==> src/rtl/rca_pkg.sv <==
// Shared helpers for the pipelined ripple-carry adder: chunk sizing, config check, overflow rule.
// Latency: none (package only).
// Backpressure: not applicable.
package rca_pkg;

    // Width of one ripple slice; guarded so a bad STAGES still elaborates far enough to report.
    function automatic int rca_cw(input int width, input int stages);
        return (stages > 0) ? width / stages : width;
    endfunction

    // Legal configurations split the operand evenly into 1..WIDTH slices.
    function automatic bit rca_cfg_ok(input int width, input int stages);
        return (stages >= 1) && (stages <= width) && ((width % stages) == 0);
    endfunction

    // Signed overflow from sign bits: same-signed operands producing a differently signed result.
    function automatic logic rca_ovf(input logic msb_a, input logic msb_b_eff, input logic msb_s);
        return (msb_a == msb_b_eff) && (msb_s != msb_a);
    endfunction

endpackage

==> src/rtl/pipelined_rca_if.sv <==
// Operand/result handshake bundle for pipelined_rca.
// Latency: none (wires only).
// Backpressure: out_ready from the sink, in_ready back to the source.
interface pipelined_rca_if #(
    parameter int WIDTH = 16
) ();
    logic             in_valid;
    logic             in_ready;
    logic [WIDTH-1:0] a;
    logic [WIDTH-1:0] b;
    logic             cin;
    logic             sub;
    logic             out_valid;
    logic             out_ready;
    logic [WIDTH-1:0] sum;
    logic             cout;
    logic             ovf;

    // Source/sink side: drives operations and result acceptance.
    modport master (
        output in_valid, a, b, cin, sub, out_ready,
        input  in_ready, out_valid, sum, cout, ovf
    );

    // Adder side.
    modport slave (
        input  in_valid, a, b, cin, sub, out_ready,
        output in_ready, out_valid, sum, cout, ovf
    );
endinterface

==> src/rtl/rca_slice.sv <==
// CW-bit combinational ripple of full adders; also exposes the carry into the MSB for overflow.
// Latency: 0 cycles (pure combinational).
// Backpressure: not applicable.
module rca_slice #(
    parameter int CW = 4
) (
    input  logic [CW-1:0] a,
    input  logic [CW-1:0] b,
    input  logic          c_in,
    output logic [CW-1:0] s,
    output logic          c_out,
    output logic          c_msb_in
);
    logic [CW:0] c;

    // Ripple the carry bit by bit through CW full adders.
    always_comb begin
        s    = '0;
        c    = '0;
        c[0] = c_in;
        for (int i = 0; i < CW; i++) begin
            s[i]   = a[i] ^ b[i] ^ c[i];
            c[i+1] = (a[i] & b[i]) | (c[i] & (a[i] ^ b[i]));
        end
    end

    assign c_out    = c[CW];
    assign c_msb_in = c[CW-1];
endmodule

==> src/rtl/pipelined_rca.sv <==
// Pipelined ripple-carry add/sub: STAGES slices of CW bits with the carry registered between slices.
// Latency: STAGES cycles from accept to out_valid; one result per cycle when unstalled.
// Backpressure: a held output (out_valid && !out_ready) freezes the whole pipe and drops in_ready.
module pipelined_rca
    import rca_pkg::*;
#(
    parameter int WIDTH  = 16,
    parameter int STAGES = 4
) (
    input  logic           clk,
    input  logic           rst_n,
    pipelined_rca_if.slave io
);
    localparam int CW = rca_cw(WIDTH, STAGES);

    if (!rca_cfg_ok(WIDTH, STAGES)) begin : g_cfg_check
        $error("pipelined_rca: WIDTH must be a multiple of STAGES with 1 <= STAGES <= WIDTH");
    end

    logic              adv;
    logic [STAGES-1:0] vld_q;
    logic [STAGES-1:0] carry_vec;
    logic [WIDTH-1:0]  b_eff;
    logic [WIDTH-1:0]  sum_out;
    logic              ovf_q;

    // Single global advance: the pipe only moves when the last slot is empty or being taken.
    assign adv          = !vld_q[STAGES-1] || io.out_ready;
    assign io.in_ready  = adv;
    assign io.out_valid = vld_q[STAGES-1];
    assign io.sum       = sum_out;
    assign io.cout      = carry_vec[STAGES-1];
    assign io.ovf       = ovf_q;

    // Subtract inverts B once at capture so only the effective operand travels down the pipe.
    assign b_eff = io.sub ? ~io.b : io.b;

    // Valid bits shift alongside the data; bubbles travel as cleared slots.
    always_ff @(posedge clk) begin
        if (!rst_n) begin
            vld_q <= '0;
        end else if (adv) begin
            vld_q[0] <= io.in_valid;
            for (int k = 1; k < STAGES; k++) begin
                vld_q[k] <= vld_q[k-1];
            end
        end
    end

    for (genvar j = 0; j < STAGES; j++) begin : g_stage
        localparam int DD = STAGES - j;

        logic [CW-1:0] a_in;
        logic [CW-1:0] b_in;
        logic [CW-1:0] s_c;
        logic          c_in;
        logic          c_out;
        logic          c_msb;
        logic          c_q;
        logic [CW-1:0] s_d [DD];

        if (j == 0) begin : g_head
            assign a_in = io.a[CW-1:0];
            assign b_in = b_eff[CW-1:0];
            assign c_in = io.cin;
        end else begin : g_skew
            logic [CW-1:0] a_d [j];
            logic [CW-1:0] b_d [j];

            // Delay chunk j by j cycles so it reaches its slice together with the incoming carry.
            always_ff @(posedge clk) begin
                if (!rst_n) begin
                    for (int i = 0; i < j; i++) begin
                        a_d[i] <= '0;
                        b_d[i] <= '0;
                    end
                end else if (adv) begin
                    a_d[0] <= io.a[j*CW +: CW];
                    b_d[0] <= b_eff[j*CW +: CW];
                    for (int i = 1; i < j; i++) begin
                        a_d[i] <= a_d[i-1];
                        b_d[i] <= b_d[i-1];
                    end
                end
            end

            assign a_in = a_d[j-1];
            assign b_in = b_d[j-1];
            assign c_in = carry_vec[j-1];
        end

        rca_slice #(.CW(CW)) u_slice (
            .a        (a_in),
            .b        (b_in),
            .c_in     (c_in),
            .s        (s_c),
            .c_out    (c_out),
            .c_msb_in (c_msb)
        );

        // Register this slice's carry and hold its sum chunk until the upper chunks catch up.
        always_ff @(posedge clk) begin
            if (!rst_n) begin
                c_q <= 1'b0;
                for (int i = 0; i < DD; i++) begin
                    s_d[i] <= '0;
                end
            end else if (adv) begin
                c_q    <= c_out;
                s_d[0] <= s_c;
                for (int i = 1; i < DD; i++) begin
                    s_d[i] <= s_d[i-1];
                end
            end
        end

        assign carry_vec[j]            = c_q;
        assign sum_out[j*CW +: CW]     = s_d[DD-1];

        if (j == STAGES - 1) begin : g_tail
            // Overflow only exists at the top slice: carry into the MSB against carry out of it.
            always_ff @(posedge clk) begin
                if (!rst_n) begin
                    ovf_q <= 1'b0;
                end else if (adv) begin
                    ovf_q <= c_msb ^ c_out;
                end
            end
        end else begin : g_mid
            logic c_msb_unused;
            assign c_msb_unused = c_msb;
        end
    end
endmodule
==> src/flat_wrapper.sv <==
// flat-port wrapper written by rule: the top's interface ports become plain ports
module pipelined_rca_flat import rca_pkg::*;
#(
    parameter int WIDTH  = 16,
    parameter int STAGES = 4
)
  (clk, rst_n, io_in_valid, io_a, io_b, io_cin, io_sub, io_out_ready, io_in_ready, io_out_valid, io_sum, io_cout, io_ovf);
  pipelined_rca_if #(.WIDTH(WIDTH)) io_i ();
  input  logic clk;
  input  logic rst_n;
  input wire logic [$bits(io_i.in_valid)-1:0] io_in_valid;
  input wire logic [$bits(io_i.a)-1:0] io_a;
  input wire logic [$bits(io_i.b)-1:0] io_b;
  input wire logic [$bits(io_i.cin)-1:0] io_cin;
  input wire logic [$bits(io_i.sub)-1:0] io_sub;
  input wire logic [$bits(io_i.out_ready)-1:0] io_out_ready;
  output wire logic [$bits(io_i.in_ready)-1:0] io_in_ready;
  output wire logic [$bits(io_i.out_valid)-1:0] io_out_valid;
  output wire logic [$bits(io_i.sum)-1:0] io_sum;
  output wire logic [$bits(io_i.cout)-1:0] io_cout;
  output wire logic [$bits(io_i.ovf)-1:0] io_ovf;
  assign io_i.in_valid = io_in_valid;
  assign io_i.a = io_a;
  assign io_i.b = io_b;
  assign io_i.cin = io_cin;
  assign io_i.sub = io_sub;
  assign io_i.out_ready = io_out_ready;
  assign io_in_ready = io_i.in_ready;
  assign io_out_valid = io_i.out_valid;
  assign io_sum = io_i.sum;
  assign io_cout = io_i.cout;
  assign io_ovf = io_i.ovf;
  pipelined_rca #(.WIDTH(WIDTH), .STAGES(STAGES)) u_core (.clk(clk), .rst_n(rst_n), .io(io_i));
endmodule
==> config.mk <==
export PLATFORM = sky130hd
export DESIGN_NAME = pipelined_rca_flat
export DESIGN_NICKNAME = d
export VERILOG_FILES = /design/src/rtl/rca_pkg.sv /design/src/rtl/pipelined_rca_if.sv /design/src/rtl/rca_slice.sv /design/src/rtl/pipelined_rca.sv /design/src/flat_wrapper.sv
export SDC_FILE = /design/constraint.sdc
export NUM_CORES = 1
export LEC_CHECK = 0
export BUFFER_PORTS_ARGS = -buffer_cell sky130_fd_sc_hd__buf_2
export CORE_AREA = 4 4 105 107
export DETAILED_ROUTE_END_ITERATION = 10
export DIE_AREA = 0 0 109 111
export PLACE_DENSITY = 0.7
export RECOVER_POWER = 50
export SLEW_MARGIN = 0
export SYNTH_ARGS = -nofsm -noshare
export SYNTH_HDL_FRONTEND = slang
export SYNTH_SLANG_ARGS = --single-unit
==> constraint.sdc <==
create_clock -name clk -period 4.8 [get_ports clk]
set_clock_uncertainty 0.15 [all_clocks]
set_input_delay 0.96 -clock clk [delete_from_list [all_inputs] [get_ports clk]]
set_output_delay 0.96 -clock clk [all_outputs]
set_load 0.005 [all_outputs]
==> run_results.csv <==
group,metric,value,unit
floorplanning,start_util,41.74,%
synthesis,synth_nets,353,
timing,finalSetupViolCount,0,
clocking,cts_made_buffers,9,
timing,setup_ws,1.236,ns
placed_design,pre_cts_ws,1.244,ns
placed_design,hpwl,3741,µm
final_layout,drive_above_1_share,18.31,%
timing,setup_tns,0,ns
drt,drt-pass1-iter-count,4,
clocking,clk_latency,0.36,ns
clocking,cts_max_level,3,
worst_setup_path,crit_fanout,78,
floorplanning,core_area,10140,µm²
synthesis,avgSynthCellArea,14.15,µm²
clocking,cts_root_buf,"clkbuf_8",
worst_setup_path,crit_chain,"buf_2, clkbuf_1, nand2_4, nor2_1",
timing,period_share,74.25,%
worst_setup_path,path_class,"input port to register",
synthesis,netlist_instances,299,
final_layout,finalNetCount,393,
pwr,ir_drop,0.1155,mV
timing,hold_viol,0,
global_routing,grt_pass1_vias,2147,
synthesis,ys_types,22,
timing,period_minus_slack,3.564,ns
clocking,hold_buffers,0,
status,status,"finished, violations left",
drt,via_per_inst,4.515,
pwr,leakagePower,2.165,nW
final_layout,diodes,0,
worst_setup_path,cp_num_cells,4,
hold_path,hold_path.class,"register to register",
timing,rsz0062_at_grt,"false",
floorplanning,die_w,109,µm
worst_setup_path,critPathCaptureType,"register",
clocking,clockBufferDepth,2,
clocking,cts.sinks,97,
clocking,cts_tree,"built",
global_routing,track_usage,10.86,%
drt,drt_iter0_markers,126,
worst_setup_path,crit_buf_inv,2,
pwr,finalPower,1.627,mW
run,cap_viol_max_count,1,
placed_design,port_buffers,57,
global_routing,antenna_found_initial,0,
global_routing,grt_pass1_wl,10130,µm
floorplanning,die_height,111,µm
final_layout,final_cell_mix,"edfxtp_1 (88), and3_1 (68), buf_2 (44)",
timing,max_freq,280.6,MHz
synthesis,yosys_warnings,0,
clocking,cts.clk_slew.worst_paths,0.09,ns
worst_setup_path,cpMaxStageDelayCell,"clkbuf_1",
global_routing,overflow,0,
floorplanning,die-area,12100,µm²
timing,slew_headroom,-62.64,%
timing,report.final.slew_viol_count,79,
global_routing,grt_start_max_net_pins,89,
floorplanning,rows,37,
worst_setup_path,r2r_cells,8,
worst_setup_path,cp_top_family,"buffers and inverters",
drt,wire_per_inst,12.79,µm
drt,drcViolationCount,0,
synthesis,syn_area,4232,µm²
worst_setup_path,required,4.85,ns
worst_setup_path,cp-start-kind,"input port",
clocking,post-cts-setup-buffers,0,
clocking,post_cts.resized_instances,0,
synthesis,ys_seq_area_share,66.71,%
worst_setup_path,rrSetupSlack,2.35,ns
floorplanning,ios,58,
status,violations,"max-capacitance violations, max-slew violations",
synthesis,ys_seq_elements,97,
placed_design,gp_congestion,0.6864,
timing,final.hold.worst_slack,0.3186,ns
drt,drtAntennaViolNets,0,
drt,via_count,2167,
final_layout,final_common_cell,"edfxtp_1",
timing,tightest_slew,2.440,ns
drt,wirelength,6141,µm
hold_path,holdPathStages,2,
final_layout,area_growth,10.94,%
worst_setup_path,arrival,3.61,ns
pwr,p_per_area,346.5,nW/µm²
worst_setup_path,crit_path_max_incr_delay,1.75,ns
==> flip-flops by register name, indices dropped and copies added, names as in the netlist <==
name                       cells
u_core.vld_q                   4
u_core.g_stage.g_skew.b_d     24
u_core.io.cout                 1
u_core.g_stage.c_q             3
u_core.io.ovf                  1
u_core.g_stage.g_skew.a_d     24
u_core.g_stage.s_d            40
==> metal layers <==
layer	vias up	global-route usage [%]	share of wire (%)
li1	1098	-	-
met1	1000	13.75	44
met2	57	16.38	48
met3	12	3.786	6.1
met4	0	5.556	2.3
met5	-	0	0
==> synth_stat cells <==
cell type | n | share of area, %
inv_6 | 1 | 0.21
nand2_4 | 1 | 0.27
nor2b_4 | 1 | 0.33
nand3_1 | 1 | 0.12
dfxtp_1 | 9 | 4.3
o211a_1 | 3 | 0.71
buf_2 | 4 | 0.47
clkbuf_1 | 12 | 1.1
xor2_1 | 3 | 0.62
edfxtp_1 | 88 | 62
xnor2_1 | 14 | 2.9
a21boi_0 | 4 | 0.71
o21ai_0 | 1 | 0.12
and3_1 | 68 | 10
nand2_1 | 12 | 1.1
buf_8 | 1 | 0.35
fa_1 | 16 | 7.6
o21a_1 | 1 | 0.18
inv_1 | 27 | 2.4
buf_6 | 3 | 0.80
buf_4 | 9 | 1.6
nor2_1 | 20 | 1.8
==> kinds of logic (layout without fill, tap and decap cells) <==
kind of cell / Yosys count / count (layout) / synth area share, %
simple gates: 103 / 103 / 13.60
flops: 97 / 97 / 66.71
buf+inv: 57 / 102 / 6.889
xor+xnor: 17 / 17 / 3.519
fa+ha+maj: 16 / 16 / 7.570
compound gates: 9 / 9 / 1.715
==> stage by stage <==
stage | cells | cell area, µm² | util, %
3_5_place_dp | 464 | 4521 | 44.59
3_3_place_gp | 464 | 4521 | 44.59
5_1_grt | 480 | 4695 | 46.30
4_1_cts | 480 | 4715 | 46.50
6_report | 480 | 4695 | 46.30
2_1_floorplan | 299 | 4232 | -
==> worst register-to-register path, stage by stage, from the launching register on <==
cell	delay [ns]
edfxtp_1	0.41
fa_1	0.42
inv_1	0.08
fa_1	0.16
inv_1	0.05
fa_1	0.42
inv_1	0.09
fa_1	0.40
nor2_1	0.11
==> path summary, 6_finish.rpt <==
kind	from	to
worst min-delay path	u_core.vld_q[1]	u_core.vld_q[1]
worst max register to register	u_core.g_stage[3].g_skew.b_d[0][8]	u_core.g_stage[3].s_d[0][3]
worst max-delay path	rst_n	u_core.g_stage[1].g_skew.b_d[0][0]
worst min register to register	u_core.vld_q[1]	u_core.vld_q[1]
==> power by group <==
part,internal (mW),leakage (nW),switching [mW]
combinational,0.0579,0.958,0.0603
clock,0.242,0.0889,0.271
sequential,0.981,1.12,0.0154
==> area by class of cell <==
type	count	area (µm²)
fillers	888	5444
flip-flops and latches	97	2823
multi-input cells	145	1125
repair buffers	58	272.8
well taps	136	170.2
clock buffers	10	127.6
inverters	28	110.1
clock inverters	6	66.31
(Power assumes the default switching activity.)
